`config.mk`:
```
export PLATFORM = sky130hd
export DESIGN_NAME = seq_detect_01110
export DESIGN_NICKNAME = d
export VERILOG_FILES = /design/src/rtl/seq_detect_pkg.sv /design/src/rtl/seq_detect_01110_sat_counter.sv /design/src/rtl/seq_detect_01110.sv
export SDC_FILE = /design/constraint.sdc
export NUM_CORES = 1
export LEC_CHECK = 0
export CAP_MARGIN = 20
export CORE_AREA = 2 2 39 41
export CTS_CLUSTER_DIAMETER = 30
export DETAILED_ROUTE_END_ITERATION = 16
export DIE_AREA = 0 0 41 43
export DONT_BUFFER_PORTS = 1
export PLACE_DENSITY = 0.67
export SLEW_MARGIN = 25
export SYNTH_ARGS = -nofsm -noshare
export SYNTH_HDL_FRONTEND = slang
export SYNTH_SLANG_ARGS = --single-unit
```
`constraint.sdc`:
```
create_clock -name clk -period 1.3 [get_ports clk]
set_input_delay 0.195 -clock clk [delete_from_list [all_inputs] [get_ports clk]]
set_output_delay 0.195 -clock clk [all_outputs]
set_load 0.01 [all_outputs]
```
`src/rtl/seq_detect_pkg.sv`:
```
// Shared definitions for the 0-1-1-1-0 serial pattern detector:
// state encodings, the pattern constant and its length.
package seq_detect_pkg;

  localparam int STATE_W = 3;
  localparam int PAT_LEN = 5;
  localparam logic [PAT_LEN-1:0] PATTERN = 5'b01110;

  // Each state name spells the prefix of PATTERN matched so far.
  typedef enum logic [STATE_W-1:0] {
    S_IDLE = 3'd0,
    S_0    = 3'd1,
    S_01   = 3'd2,
    S_011  = 3'd3,
    S_0111 = 3'd4
  } state_e;

endpackage

```
`src/rtl/seq_detect_01110_sat_counter.sv`:
```
// CNT_W-bit saturating up-counter with synchronous active-low reset and a
// synchronous clear that takes priority over increment.
module sat_counter #(
  parameter int CNT_W = 8
) (
  input  logic             clk,
  input  logic             clr,
  input  logic             clear,
  input  logic             inc,
  output logic [CNT_W-1:0] count
);

  localparam logic [CNT_W-1:0] MAX = {CNT_W{1'b1}};

  // NOTE: sequential state is always updated with <= so every flop samples
  // the pre-edge values of the others, regardless of statement order.
  always_ff @(posedge clk) begin
    if (!clr) begin
      count <= '0;
    end else if (clear) begin
      count <= '0;
    end else if (inc && (count != MAX)) begin
      count <= count + CNT_W'(1);
    end
  end

endmodule

```
`src/rtl/seq_detect_01110.sv`:
```
// Serial 0-1-1-1-0 detector with registered match pulse and saturating count.
// Define SEQ_DETECT_NOOVERLAP_EN to stop the trailing 0 seeding the next match.
module seq_detect_01110
  import seq_detect_pkg::*;
#(
  parameter int CNT_W = 8
) (
  input  logic             clk,
  input  logic             clr,
  input  logic             din,
  input  logic             din_vld,
  input  logic             cnt_clr,
  output logic             match,
  output logic [CNT_W-1:0] match_cnt,
  output logic [2:0]       state
);

  state_e state_q;
  state_e state_d;
  logic   hit;

  always_ff @(posedge clk) begin
    if (!clr) begin
      state_q <= S_IDLE;
      match   <= 1'b0;
    end else begin
      state_q <= state_d;
      match   <= hit;
    end
  end

  // NOTE: every output of this block gets a default first, so no path leaves
  // a variable unassigned and no latch is inferred.
  always_comb begin
    state_d = state_q;
    hit     = 1'b0;
    case (state_q)
      S_IDLE: if (din_vld) state_d = din ? S_IDLE : S_0;
      S_0:    if (din_vld) state_d = din ? S_01   : S_0;
      S_01:   if (din_vld) state_d = din ? S_011  : S_0;
      S_011:  if (din_vld) state_d = din ? S_0111 : S_0;
      S_0111: begin
        if (din_vld) begin
          if (din) begin
            state_d = S_IDLE;
          end else begin
            hit = 1'b1;
`ifdef SEQ_DETECT_NOOVERLAP_EN
            state_d = S_IDLE;
`else
            state_d = S_0;
`endif
          end
        end
      end
      // Codes 5-7 recover to idle on the next edge, valid strobe or not.
      default: state_d = S_IDLE;
    endcase
  end

  assign state = state_q;

  sat_counter #(
    .CNT_W(CNT_W)
  ) u_match_cnt (
    .clk   (clk),
    .clr   (clr),
    .clear (cnt_clr),
    .inc   (hit),
    .count (match_cnt)
  );

endmodule

```
# ---- Word-level counts from Yosys, hierarchy flattened
# Index checks and enable logic that the tools add are counted.
dict set report totals {
  inputBits 5
  register_bits 12
  out_inout_bits 12
  elab_cells 31
}
dict set report op_classes {
  bitwise_logic 1
  add_sub_neg 1
  n_mux 12
  n_reduce_logical 5
  eq_ne 9
}
# cell n
set ops {}
lappend ops {{$mux W3} 5}
lappend ops {{$pmux W3 S4} 1}
lappend ops {{$add A8 B1 Y8 const B} 1}
lappend ops {{$ne A8 B8 Y1 const B} 1}
lappend ops {{$eq A3 B2 Y1 const B} 2}
lappend ops {{$ne A2 B2 Y1 const B} 3}
lappend ops {{$mux W1} 4}
lappend ops {{$mux W2} 2}
lappend ops {{$reduce_and A4 Y1} 1}
lappend ops {{$reduce_or A2 Y1} 2}
lappend ops {{$eq A3 B1 Y1 const B} 1}
lappend ops {{$eq A3 B3 Y1 const B} 1}
lappend ops {{$logic_not A3 Y1} 1}
lappend ops {{$ne A2 B1 Y1 const B} 1}
lappend ops {{$logic_and A1 B1 Y1} 1}
lappend ops {{$not A1 Y1} 1}

# ---- Logic depth before layout (Yosys ltp)
# Gate-level depths: netlist of run 1.
dict set report logic_depth {
  ltp_word 4
  mapped_depth 5
  mapped_depth_nobuf 5
}

# ---- Modules after synthesis
# From an unflattened synthesis of run 1, not the netlist that was laid out.
dict set report unflattened {
  hier_cells 69
  hier_area_um2 624.3
}
# module n_inst cells_per_inst area_each_um2 seq_area_each_um2
set by_module_without_submodules {}
lappend by_module_without_submodules {sat_counter 1 46 421.7 160.2}
lappend by_module_without_submodules {seq_detect_01110 1 23 202.7 80.1}

# ---- Worst setup path before layout of run 1
# OpenSTA, ideal clock, no wires.
dict set report synth_path {
  kind {reg-to-reg}
  from {reg u_match_cnt.count[0]}
  to {reg u_match_cnt.count[1]}
  t_arrival_ns 1.308
  path_buffers 0
  stages_incl_launch_ff 6
  setup_slack_ns -0.134
  setup_ns 0.126
  t_required_ns 1.174
  period_less_slack_ns 1.434
  path_cell_list {dfxtp_1 > ha_1 > nand3_1 > o211ai_1 > mux2i_1 > nor2_1}
}
dict set report synth_between {
  elab_chain_len 2
  word_cells_on_any_way 3
  cone_classes {1 x add/sub; 1 x eq/ne; 1 x reduce/logical}
}
# element line_no
set synth_lines {}
lappend synth_lines {{from (decl)} seq_detect_01110_sat_counter.sv:10} ;# output logic [CNT_W-1:0] count
lappend synth_lines {{from (signal assigned)} seq_detect_01110_sat_counter.sv:23} ;# count <= count + CNT_W'(1);
lappend synth_lines {{parallel branches: the longest is 2 deep, another holds $add A8 B1 Y8} -}
# Parallel ways; which one is timed is not known.
# A chain may end at the register's enable or synchronous reset.

# ---- Worst setup path in the final report of run 1
dict set report layout_path {
  from {reg u_match_cnt.count[1]}
  to {reg u_match_cnt.count[1]}
}
# The elaborated chain is that of the path after synthesis.

==> results of run 1 <==
## state kept, by name, indices dropped and copies added, names as in the netlist
register           count
state                  3
match                  1
u_match_cnt.count      8
## path summary, 6_finish.rpt
| kind | from | slack [ns] | depth (start not counted) | endpoint |
|---|---|---|---|---|
| worst max-delay path | u_match_cnt.count[1] | -0.01 | 5 | u_match_cnt.count[1] |
| worst min-delay path | clr | 0.04 | 1 | state[0] |
| worst max register to register | u_match_cnt.count[1] | -0.01 | 5 | u_match_cnt.count[1] |
| worst min register to register | u_match_cnt.count[1] | 0.55 | 2 | u_match_cnt.count[1] |
## metal layers
| metal | part of all wire, % | track usage, % |
|---|---|---|
| met1 | 46 | 27.30 |
| met2 | 48 | 27.50 |
| met3 | 2.8 | 7.330 |
| met4 | 2.4 | 14.00 |
| met5 | 0 | 0 |
## power by group
group	internal (mW)	switching [mW]	leakage, nW
logic	0.0156	0.0199	0.229
clock network	0.170	0.130	0.0210
registers	0.367	0.00439	0.100
## area by class of cell
class	count	area, um^2	area share, %
clock buffer	4	36.28	4.221
inverter	3	11.26	1.310
multi-input combinational	55	404.1	47.02
sequential	12	252.7	29.40
tap	16	20.02	2.329
timing repair buffer	18	135.1	15.72
## Yosys cell counts (3+ instances only)
| master | number |
|---|---|
| sky130_fd_sc_hd__a21oi_1 | 4 |
| sky130_fd_sc_hd__dfxtp_1 | 12 |
| sky130_fd_sc_hd__inv_1 | 3 |
| sky130_fd_sc_hd__nand2_1 | 3 |
| sky130_fd_sc_hd__nand3_1 | 6 |
| sky130_fd_sc_hd__nor2_1 | 6 |
| sky130_fd_sc_hd__nor3_1 | 3 |
| sky130_fd_sc_hd__o21ai_0 | 5 |
## through the flow
stage | setup WS, ns | cells | power [mW]
floorplan | -0.03998 | 71 | 0.4076
global placement | -0.04848 | 102 | 0.4183
detailed placement | -0.08111 | 102 | 0.4190
CTS | -0.06695 | 107 | 0.7137
global route | -0.1072 | 108 | 0.7338
finish | -0.01158 | 108 | 0.7064
## repair_timing
action                     4_1_cts  5_1_grt
buffers inserted                 1        1
gates resized for setup          1        5
pin swaps                        7        6
setup endpoints to repair        3        7
## logic make-up after synthesis
family,synth area share [%]
AO/OA/AOI/OAI,15.35
flip-flops,38.79
XOR/XNOR,1.414
multiplexers,3.232
AND/OR/NAND/NOR,36.77
buffers and inverters,2.424
adder cells (fa/ha/maj),2.020
==> run summary, run 1 <==
Detailed router's first-iteration violation count - 10
Slew headroom - 76.04%
Final core utilization - 62.12%
Hold_ws - 0.04307 ns
Final critical delay including setup and external delays - 1.312 ns
Max-capacitance violation count - 0
Post-synth ARST share - 0%
Routability-driven placement congestion ratio - 0.8706
Via/cell ratio - 5.620
Vias post-DR - 607
Die W - 41 um
Static Leakage - 0.3500 nW
Overall die area - 1763 um^2
Post-synth top area share - 38.79%
Worst path setup slack after routing - -0.01158 ns
DRC errors left - 0
Arrival time reported for the critical path endpoint - 1.47 ns
Warning count from the yosys run - 0
Yosys reg bits - 12
Floorplan core area - 1384 um^2
Nets@finish - 99
Ratio of cells with drive above 1 in the final layout - 41.30%
Status - finished with violations
Number of buffer and inverter instances along the worst setup path - 0
Port Buffers - 0
Violations in the final reports - setup timing
Number of nets in the synthesized netlist - 77
Final count of negative-setup-slack endpoints - 2
Filler Cells Inserted - 126
Cells after synthesis - 71
Remaining antenna violation count after routing - 0
Final number of hold-violating endpoints - 0
Pwr dens - 821.8 nW/um^2
Leading cell types in the layout, fill and taps excluded - 18 x sky130_fd_sc_hd__buf_4, 6 x sky130_fd_sc_hd__nor2_1, 6 x sky130_fd_sc_hd__dfxtp_1
Total I/O pin count - 17
Worst-margin pin slew - 0.3593 ns
Maximum clock frequency - 762.4 MHz
Clock Skew - 0.003786 ns
Combined global-route utilization of all metal layers - 20.83%
Total wirelength of the detailed-routed design - 1473 um
Worst stage delay on the critical path - 0.38 ns
Distinct cells, synth - 32
Final TNS setup - -0.01862 ns
Critical path startpoint category - flip-flop
Number of rows in the core area - 14
Cell type with the largest total area after synthesis - sky130_fd_sc_hd__dfxtp_1
Count of flip-flops with a built-in enable after synthesis - 0
Setup crit end kind - flip-flop
Worst-Skew Late Latency - 0.27 ns
Top delay family on crit path - flip-flops
Sequential-to-total area share from yosys stat - 38.79%
Final instance area - 859.6 um^2
Dominant register cell in the synthesized netlist - sky130_fd_sc_hd__dfxtp_1
Total count of max-transition violations in the final report - 0
Diode insertion count for antenna repair - 0
Critical Path Fanout Max - 4
CTS tree - done
Slowest-stage cell, CP - sky130_fd_sc_hd__dfxtp_4
# H-tree levels - 1
Most common cell after layout, fill and taps aside - sky130_fd_sc_hd__buf_4
Series of cell instances along the critical path - ha_4, nand3_4, o211ai_1, mux2i_1, nor2_1
Avg Inst Size Synth - 8.723 um^2
Root Buffer Master - sky130_fd_sc_hd__clkbuf_4
Clock transition at path regs - 0.08 ns
Cell Area, Synth - 619.3 um^2
Kind of path behind the tightest hold check - primary input to flip-flop
Start-to-end type of the worst setup path - flip-flop to flip-flop
Pin count of the biggest net entering global routing - 9
Sink Count - 12
Number of hold buffers added after CTS - 0
Number of antenna violations at the first check in global routing - 0
Leading post-synthesis cells by cell area - sky130_fd_sc_hd__dfxtp_1 39%, sky130_fd_sc_hd__nand3_1 4.8%, sky130_fd_sc_hd__o21ai_0 4.0%
Peak supply drop - 482.3 uV
Final critical-path share of the clock period - 100.9%
Area after detailed placement - 777.0 um^2
HPWL Detailed - 1036 um
Post-detailed-route wirelength per cell - 13.64 um
Area Growth Syn to Fin - 38.79%
Initial core utilization - 44.76%
Worst EP required - 1.46 ns
Number of iterations in the first detailed-routing pass - 4
Total grt overflow - 0
RSZ-0062 raised after global routing - yes
Die Span Y - 43 um
TritonCTS buffer count - 3
Clk buf depth - 2
First-pass GRT wire length - 2477 um
Number of global-route vias before repair - 592
Power figures use the tool's default switching activity.
==> inputs of run 2 (changes only) <==
Settings changed: PLACE_DENSITY 0.67 to 0.64.
Clock period 1.3 ns to 1.37 ns, I/O delays scaled along.
==> run summary, run 2 (synthesis results as in run 1) <==
Status - finished clean (was finished with violations)
Total count of max-transition violations in the final report - 0 (unchanged)
Kind of path behind the tightest hold check - primary input to flip-flop (unchanged)
Routability-driven placement congestion ratio - 0.8074 (was 0.8706)
Leading cell types in the layout, fill and taps excluded - 16 x sky130_fd_sc_hd__buf_4, 6 x sky130_fd_sc_hd__nor2_1, 6 x sky130_fd_sc_hd__dfxtp_1, 6 x sky130_fd_sc_hd__dfxtp_2 (was 18 x sky130_fd_sc_hd__buf_4, 6 x sky130_fd_sc_hd__nor2_1, 6 x sky130_fd_sc_hd__dfxtp_1)
Worst EP required - 1.57 ns (was 1.46 ns)
Setup crit end kind - flip-flop (unchanged)
RSZ-0062 raised after global routing - yes (unchanged)
Ratio of cells with drive above 1 in the final layout - 37.08% (was 41.30%)
Worst-Skew Late Latency - 0.28 ns (was 0.27 ns)
Count of buffers added by post-CTS timing repair for setup - 0 (was 1)
Vias post-DR - 595 (was 607)
Final number of hold-violating endpoints - 0 (unchanged)
Clk buf depth - 2 (unchanged)
Most common cell after layout, fill and taps aside - sky130_fd_sc_hd__buf_4 (unchanged)
Met2 usage - 29.69% (was 27.50%)
Area Growth Syn to Fin - 29.70% (was 38.79%)
Port Buffers - 0 (unchanged)
Arrival time reported for the critical path endpoint - 1.53 ns (was 1.47 ns)
Overall die area - 1763 um^2 (unchanged)
Via/cell ratio - 5.667 (was 5.620)
Critical path startpoint category - flip-flop (unchanged)
Sink Count - 12 (unchanged)
Final critical delay including setup and external delays - 1.328 ns (was 1.312 ns)
Final instance area - 803.3 um^2 (was 859.6 um^2)
Total I/O pin count - 17 (unchanged)
Most used routing layer in global routing - met2 (unchanged)
Slew headroom - 76.94% (was 76.04%)
Worst-margin pin slew - 0.3458 ns (was 0.3593 ns)
Clock Skew - 0.002673 ns (was 0.003786 ns)
Resized Gates After CTS - 0 (was 1)
Area after detailed placement - 769.5 um^2 (was 777.0 um^2)
Top register by number of flip-flops - u_match_cnt.count (unchanged)
Pwr dens - 759.8 nW/um^2 (was 821.8 nW/um^2)
Met1 Track Usage GR - 25.08% (was 27.30%)
Number of hold buffers added after CTS - 0 (unchanged)
CTS tree - done (unchanged)
HPWL Detailed - 1044 um (was 1036 um)
Final core utilization - 58.05% (was 62.12%)
Number of antenna violations at the first check in global routing - 0 (unchanged)
Diode insertion count for antenna repair - 0 (unchanged)
Final standard cell count with taps included and fillers excluded - 105 (was 108)
Die Span Y - 43 um (unchanged)
# placed instances - 102 (unchanged)
Total wirelength of the detailed-routed design - 1406 um (was 1473 um)
Number of flip-flops in the largest register - 8 (unchanged)
DRC errors left - 0 (unchanged)
Nets@finish - 97 (was 99)
Root Buffer Master - sky130_fd_sc_hd__clkbuf_4 (unchanged)
Hold_ws - 0.04017 ns (was 0.04307 ns)
Static Leakage - 0.3350 nW (was 0.3500 nW)
Initial core utilization - 44.76% (unchanged)
Relative contribution of the clock network to total power - 36.8% (was 42.4%)
Detailed router's first-iteration violation count - 10 (unchanged)
Remaining antenna violation count after routing - 0 (unchanged)
Clock transition at path regs - 0.07 ns (was 0.08 ns)
Number of rows in the core area - 14 (unchanged)
Final count of negative-setup-slack endpoints - 0 (was 2)
Portion of total power attributed to sequential cells - 58.1% (was 52.6%)
Final critical-path share of the clock period - 96.96% (was 100.9%)
Cell internal power dissipation - 467.0 uW (was 552.6 uW)
Total grt overflow - 0 (unchanged)
Maximum clock frequency - 752.8 MHz (was 762.4 MHz)
Comb power frac - 5.1% (was 5.0%)
Final TNS setup - 0 ns (was -0.01862 ns)
Pin count of the biggest net entering global routing - 9 (unchanged)
Combined global-route utilization of all metal layers - 20.55% (was 20.83%)
Number of iterations in the first detailed-routing pass - 4 (unchanged)
Critical Path Fanout Max - 4 (unchanged)
Switching power share of the total - 23.48% (was 21.77%)
First-pass GRT wire length - 2346 um (was 2477 um)
Post-detailed-route wirelength per cell - 13.39 um (was 13.64 um)
Start-to-end type of the worst setup path - flip-flop to flip-flop (unchanged)
Max-capacitance violation count - 0 (unchanged)
Switching power summed over all nets - 143.3 uW (was 153.8 uW)
GR Layer Usage met3 - 5.759% (was 7.330%)
Peak supply drop - 486.8 uV (was 482.3 uV)
Die W - 41 um (unchanged)
TritonCTS buffer count - 3 (unchanged)
Number of global-route vias before repair - 554 (was 592)
# H-tree levels - 1 (unchanged)
Floorplan core area - 1384 um^2 (unchanged)
run 2: path summary, 6_finish.rpt:
check	slack, ns	startpoint	depth (start not counted)	endpoint
max reg2reg	0.04	state[2]	4	u_match_cnt.count[6]
max	0.04	state[2]	4	u_match_cnt.count[6]
min reg2reg	0.56	state[2]	2	state[1]
min	0.04	clr	1	state[0]
run 2: metal layers:
layer	vias to the layer above	part of all wire (%)
met4	0	2.8
met1	282	44
met2	11	48
met5	-	0
met3	5	4.5
li1	297	-
run 2: cell type report:
class                           count  area, um^2
Fill cell                         130       580.6
Multi-Input combinational cell     55       381.6
Sequential cell                    12       247.7
Timing Repair Buffer               16       120.1
Clock buffer                        3       22.52
Tap cell                           16       20.02
Inverter                            3       11.26
run 2: power groups by stage:
stage / Combinational, mW / Sequential [mW] / Clock (mW)
6_report: 0.0313 / 0.355 / 0.224
3_3_place_gp: 0.0307 / 0.363 / 0
5_1_grt: 0.0358 / 0.355 / 0.244
3_5_place_dp: 0.0311 / 0.363 / 0
4_1_cts: 0.0314 / 0.355 / 0.231
2_1_floorplan: 0.0190 / 0.367 / 0
run 2: worst max-delay path: stages, from the launching register on:
cell and delay (ns):
sky130_fd_sc_hd__dfxtp_2 0.35, sky130_fd_sc_hd__or3b_4 0.41, sky130_fd_sc_hd__nor3_4 0.19, sky130_fd_sc_hd__a31oi_1 0.11, sky130_fd_sc_hd__a211oi_2 0.19
run 2: stage by stage:
stage               worst slack, ns  power (mW)
finish                      0.04163      0.6103
global route               -0.01037      0.6347
CTS                         0.01598      0.6168
detailed placement          0.04288      0.3940
global placement            0.05749      0.3935
floorplan                   0.02203      0.3857
==> inputs of run 3 (changes only) <==
Clock period 1.37 ns to 1.3 ns, I/O delays scaled along.
==> run summary, run 3 (synthesis results as in run 1) <==
Total count of max-transition violations in the final report - 0 (unchanged)
Ratio of cells with drive above 1 in the final layout - 41.11% (was 37.08%)
Critical Path Fanout Max - 4 (unchanged)
FF-to-FF path depth - 4 (unchanged)
Cell depth of the worst hold path - 1 (unchanged)
Remaining antenna violation count after routing - 0 (unchanged)
Maximum clock frequency - 762.1 MHz (was 752.8 MHz)
Launch point of the worst reg-to-reg path - state[0] (was state[2])
Final count of negative-setup-slack endpoints - 3 (was 0)
Kind of path behind the tightest hold check - primary input to flip-flop (unchanged)
Clock transition at path regs - 0.07 ns (about the same)
Die Span Y - 43 um (unchanged)
Number of iterations in the first detailed-routing pass - 4 (unchanged)
Setup slack of the most critical reg-to-reg path - -0.01 ns (was 0.04 ns)
Filler Cells Inserted - 127 (was 130)
HPWL Detailed - 1072 um (was 1044 um)
Worst-margin pin slew - 0.3389 ns (was 0.3458 ns)
Leading cell types in the layout, fill and taps excluded - 15 x sky130_fd_sc_hd__buf_4, 6 x sky130_fd_sc_hd__nor2_1, 6 x sky130_fd_sc_hd__dfxtp_1, 6 x sky130_fd_sc_hd__dfxtp_2 (was 16 x sky130_fd_sc_hd__buf_4, 6 x sky130_fd_sc_hd__nor2_1, 6 x sky130_fd_sc_hd__dfxtp_1, 6 x sky130_fd_sc_hd__dfxtp_2)
Diode insertion count for antenna repair - 0 (unchanged)
Port Buffers - 0 (unchanged)
Top Metal Used - met4 (unchanged)
Max-capacitance violation count - 0 (unchanged)
Slowest-stage cell, CP - sky130_fd_sc_hd__or3b_4 (unchanged)
Slew headroom - 77.41% (was 76.94%)
Number of flip-flops in the largest register - 8 (unchanged)
Top delay family on crit path - simple AND/OR/NAND/NOR gates (unchanged)
Start-to-end type of the worst setup path - flip-flop to flip-flop (unchanged)
WL met3 - 72 um (was 63 um)
Violations in the final reports - setup timing
Area Growth Syn to Fin - 37.98% (was 29.70%)
TritonCTS buffer count - 3 (unchanged)
Worst setup endpoint - u_match_cnt.count[6] (unchanged)
Clock Skew - 0.004479 ns (was 0.002673 ns)
Power after layout - 626.7 uW (was 610.3 uW)
Vias post-DR - 592 (was 595)
Most common cell after layout, fill and taps aside - sky130_fd_sc_hd__buf_4 (unchanged)
Static Leakage - 0.3403 nW (was 0.3350 nW)
Worst-Skew Late Latency - 0.26 ns (was 0.28 ns)
Root Buffer Master - sky130_fd_sc_hd__clkbuf_4 (unchanged)
DRC errors left - 0 (unchanged)
Pin count of the biggest net entering global routing - 9 (unchanged)
Worst Setup Slack post-DPL - -0.1030 ns (was 0.04288 ns)
Logic depth of the worst path, buffers included - 4 (unchanged)
Endpoint of the worst register-to-register path - u_match_cnt.count[6] (unchanged)
RSZ-0062 raised after global routing - yes (unchanged)
Floorplan core area - 1384 um^2 (unchanged)
Worst EP required - 1.48 ns (was 1.57 ns)
Worst stage delay on the critical path - 0.41 ns (about the same)
Number of hold buffers added after CTS - 0 (unchanged)
Multi-input gate area in the final layout - 417.9 um^2 (was 381.6 um^2)
Arrival time reported for the critical path endpoint - 1.50 ns (was 1.53 ns)
Overall die area - 1763 um^2 (unchanged)
Combined global-route utilization of all metal layers - 19.94% (was 20.55%)
Number of buffer and inverter instances along the worst setup path - 0 (unchanged)
Peak supply drop - 422.5 uV (was 486.8 uV)
Met1 Wirelength - 592 um (was 621 um)
Met2 wirelength from detailed routing - 693 um (was 680 um)
First-pass GRT wire length - 2415 um (was 2346 um)
Number of global-route vias before repair - 591 (was 554)
Start point of the critical path - state[0] (was state[2])
Number of rows in the core area - 14 (unchanged)
Total I/O pin count - 17 (unchanged)
Clk buf depth - 2 (unchanged)
Series of cell instances along the critical path - or3b_4, nor3_4, a31oi_1, a211oi_2 (unchanged)
Area taken by flip-flops and latches - 247.7 um^2 (unchanged)
Sink Count - 12 (unchanged)
Final critical-path share of the clock period - 100.9% (was 96.96%)
Via/cell ratio - 5.585 (was 5.667)
Critical path startpoint category - flip-flop (unchanged)
Initial core utilization - 44.76% (unchanged)
Setup crit end kind - flip-flop (unchanged)
Pwr dens - 733.4 nW/um^2 (was 759.8 nW/um^2)
CTS tree - done (unchanged)
Post-detailed-route wirelength per cell - 12.99 um (was 13.39 um)
Total wirelength of the detailed-routed design - 1377 um (was 1406 um)
Status - finished with violations (was finished clean)
# H-tree levels - 1 (unchanged)
Detailed router's first-iteration violation count - 10 (unchanged)
Final number of hold-violating endpoints - 0 (unchanged)
Worst path setup slack after routing - -0.01217 ns (was 0.04163 ns)
Die W - 41 um (unchanged)
Routability-driven placement congestion ratio - 0.7213 (was 0.8074)
Nets@finish - 98 (was 97)
Top register by number of flip-flops - u_match_cnt.count (unchanged)
Final critical delay including setup and external delays - 1.312 ns (was 1.328 ns)
Total grt overflow - 0 (unchanged)
Number of antenna violations at the first check in global routing - 0 (unchanged)
-- run 3: cell type report --
class	count	share of cell area, %
inverters	3	1.318
clock buffers	3	2.635
well taps	16	2.343
repair buffers	17	15.81
flip-flops and latches	12	28.99
multi-input cells	55	48.90
-- run 3: worst min-delay path by stage --
stage / start / endpoint
4_1_cts: clr / state[0]
5_1_grt: clr / state[0]
2_1_floorplan: clr / state[0]
3_3_place_gp: clr / state[2]
6_report: clr / state[0]
3_5_place_dp: clr / state[0]
-- run 3: power by group --
| part | switching (mW) | leakage (nW) | internal [mW] |
|---|---|---|---|
| Sequential | 0.00405 | 0.0998 | 0.371 |
| Clock | 0.112 | 0.0138 | 0.107 |
| Combinational | 0.0195 | 0.227 | 0.0137 |
| Total | 0.135 | 0.340 | 0.492 |
-- run 3: worst register-to-register path, delay by kind of cell, from the launching register on --
kind	cells	cell delay (ns)
compound gates	2	0.31
flops	1	0.34
simple gates	2	0.58
-- run 3: per-layer routing --
layer	up-vias	track usage, %
li1	298	-
met1	277	25.08
met2	15	29.06
met3	2	5.236
met4	0	12.00
met5	-	0
-- run 3: metrics by stage --
step / hold slack (ns) / cells / area [um^2] / TNS, ns / utilization [%]
floorplan: 0.3126 / 71 / 640.6 / -0.04524 / -
global route: 0.03714 / 106 / 854.6 / -0.3154 / 61.75
CTS: 0.03863 / 106 / 847.1 / -0.04587 / 61.21
global placement: 0.3189 / 101 / 769.5 / -0.02013 / 55.61
finish: 0.04245 / 106 / 854.6 / -0.02668 / 61.75
detailed placement: 0.3201 / 101 / 769.5 / -0.1879 / 55.61
-- run 3: what timing repair did --
item                                    4_1_cts  5_1_grt
endpoints found under the setup margin        5        6
setup buffers                                 2        0
resized for setup                             7        2
pin swaps                                     6        2
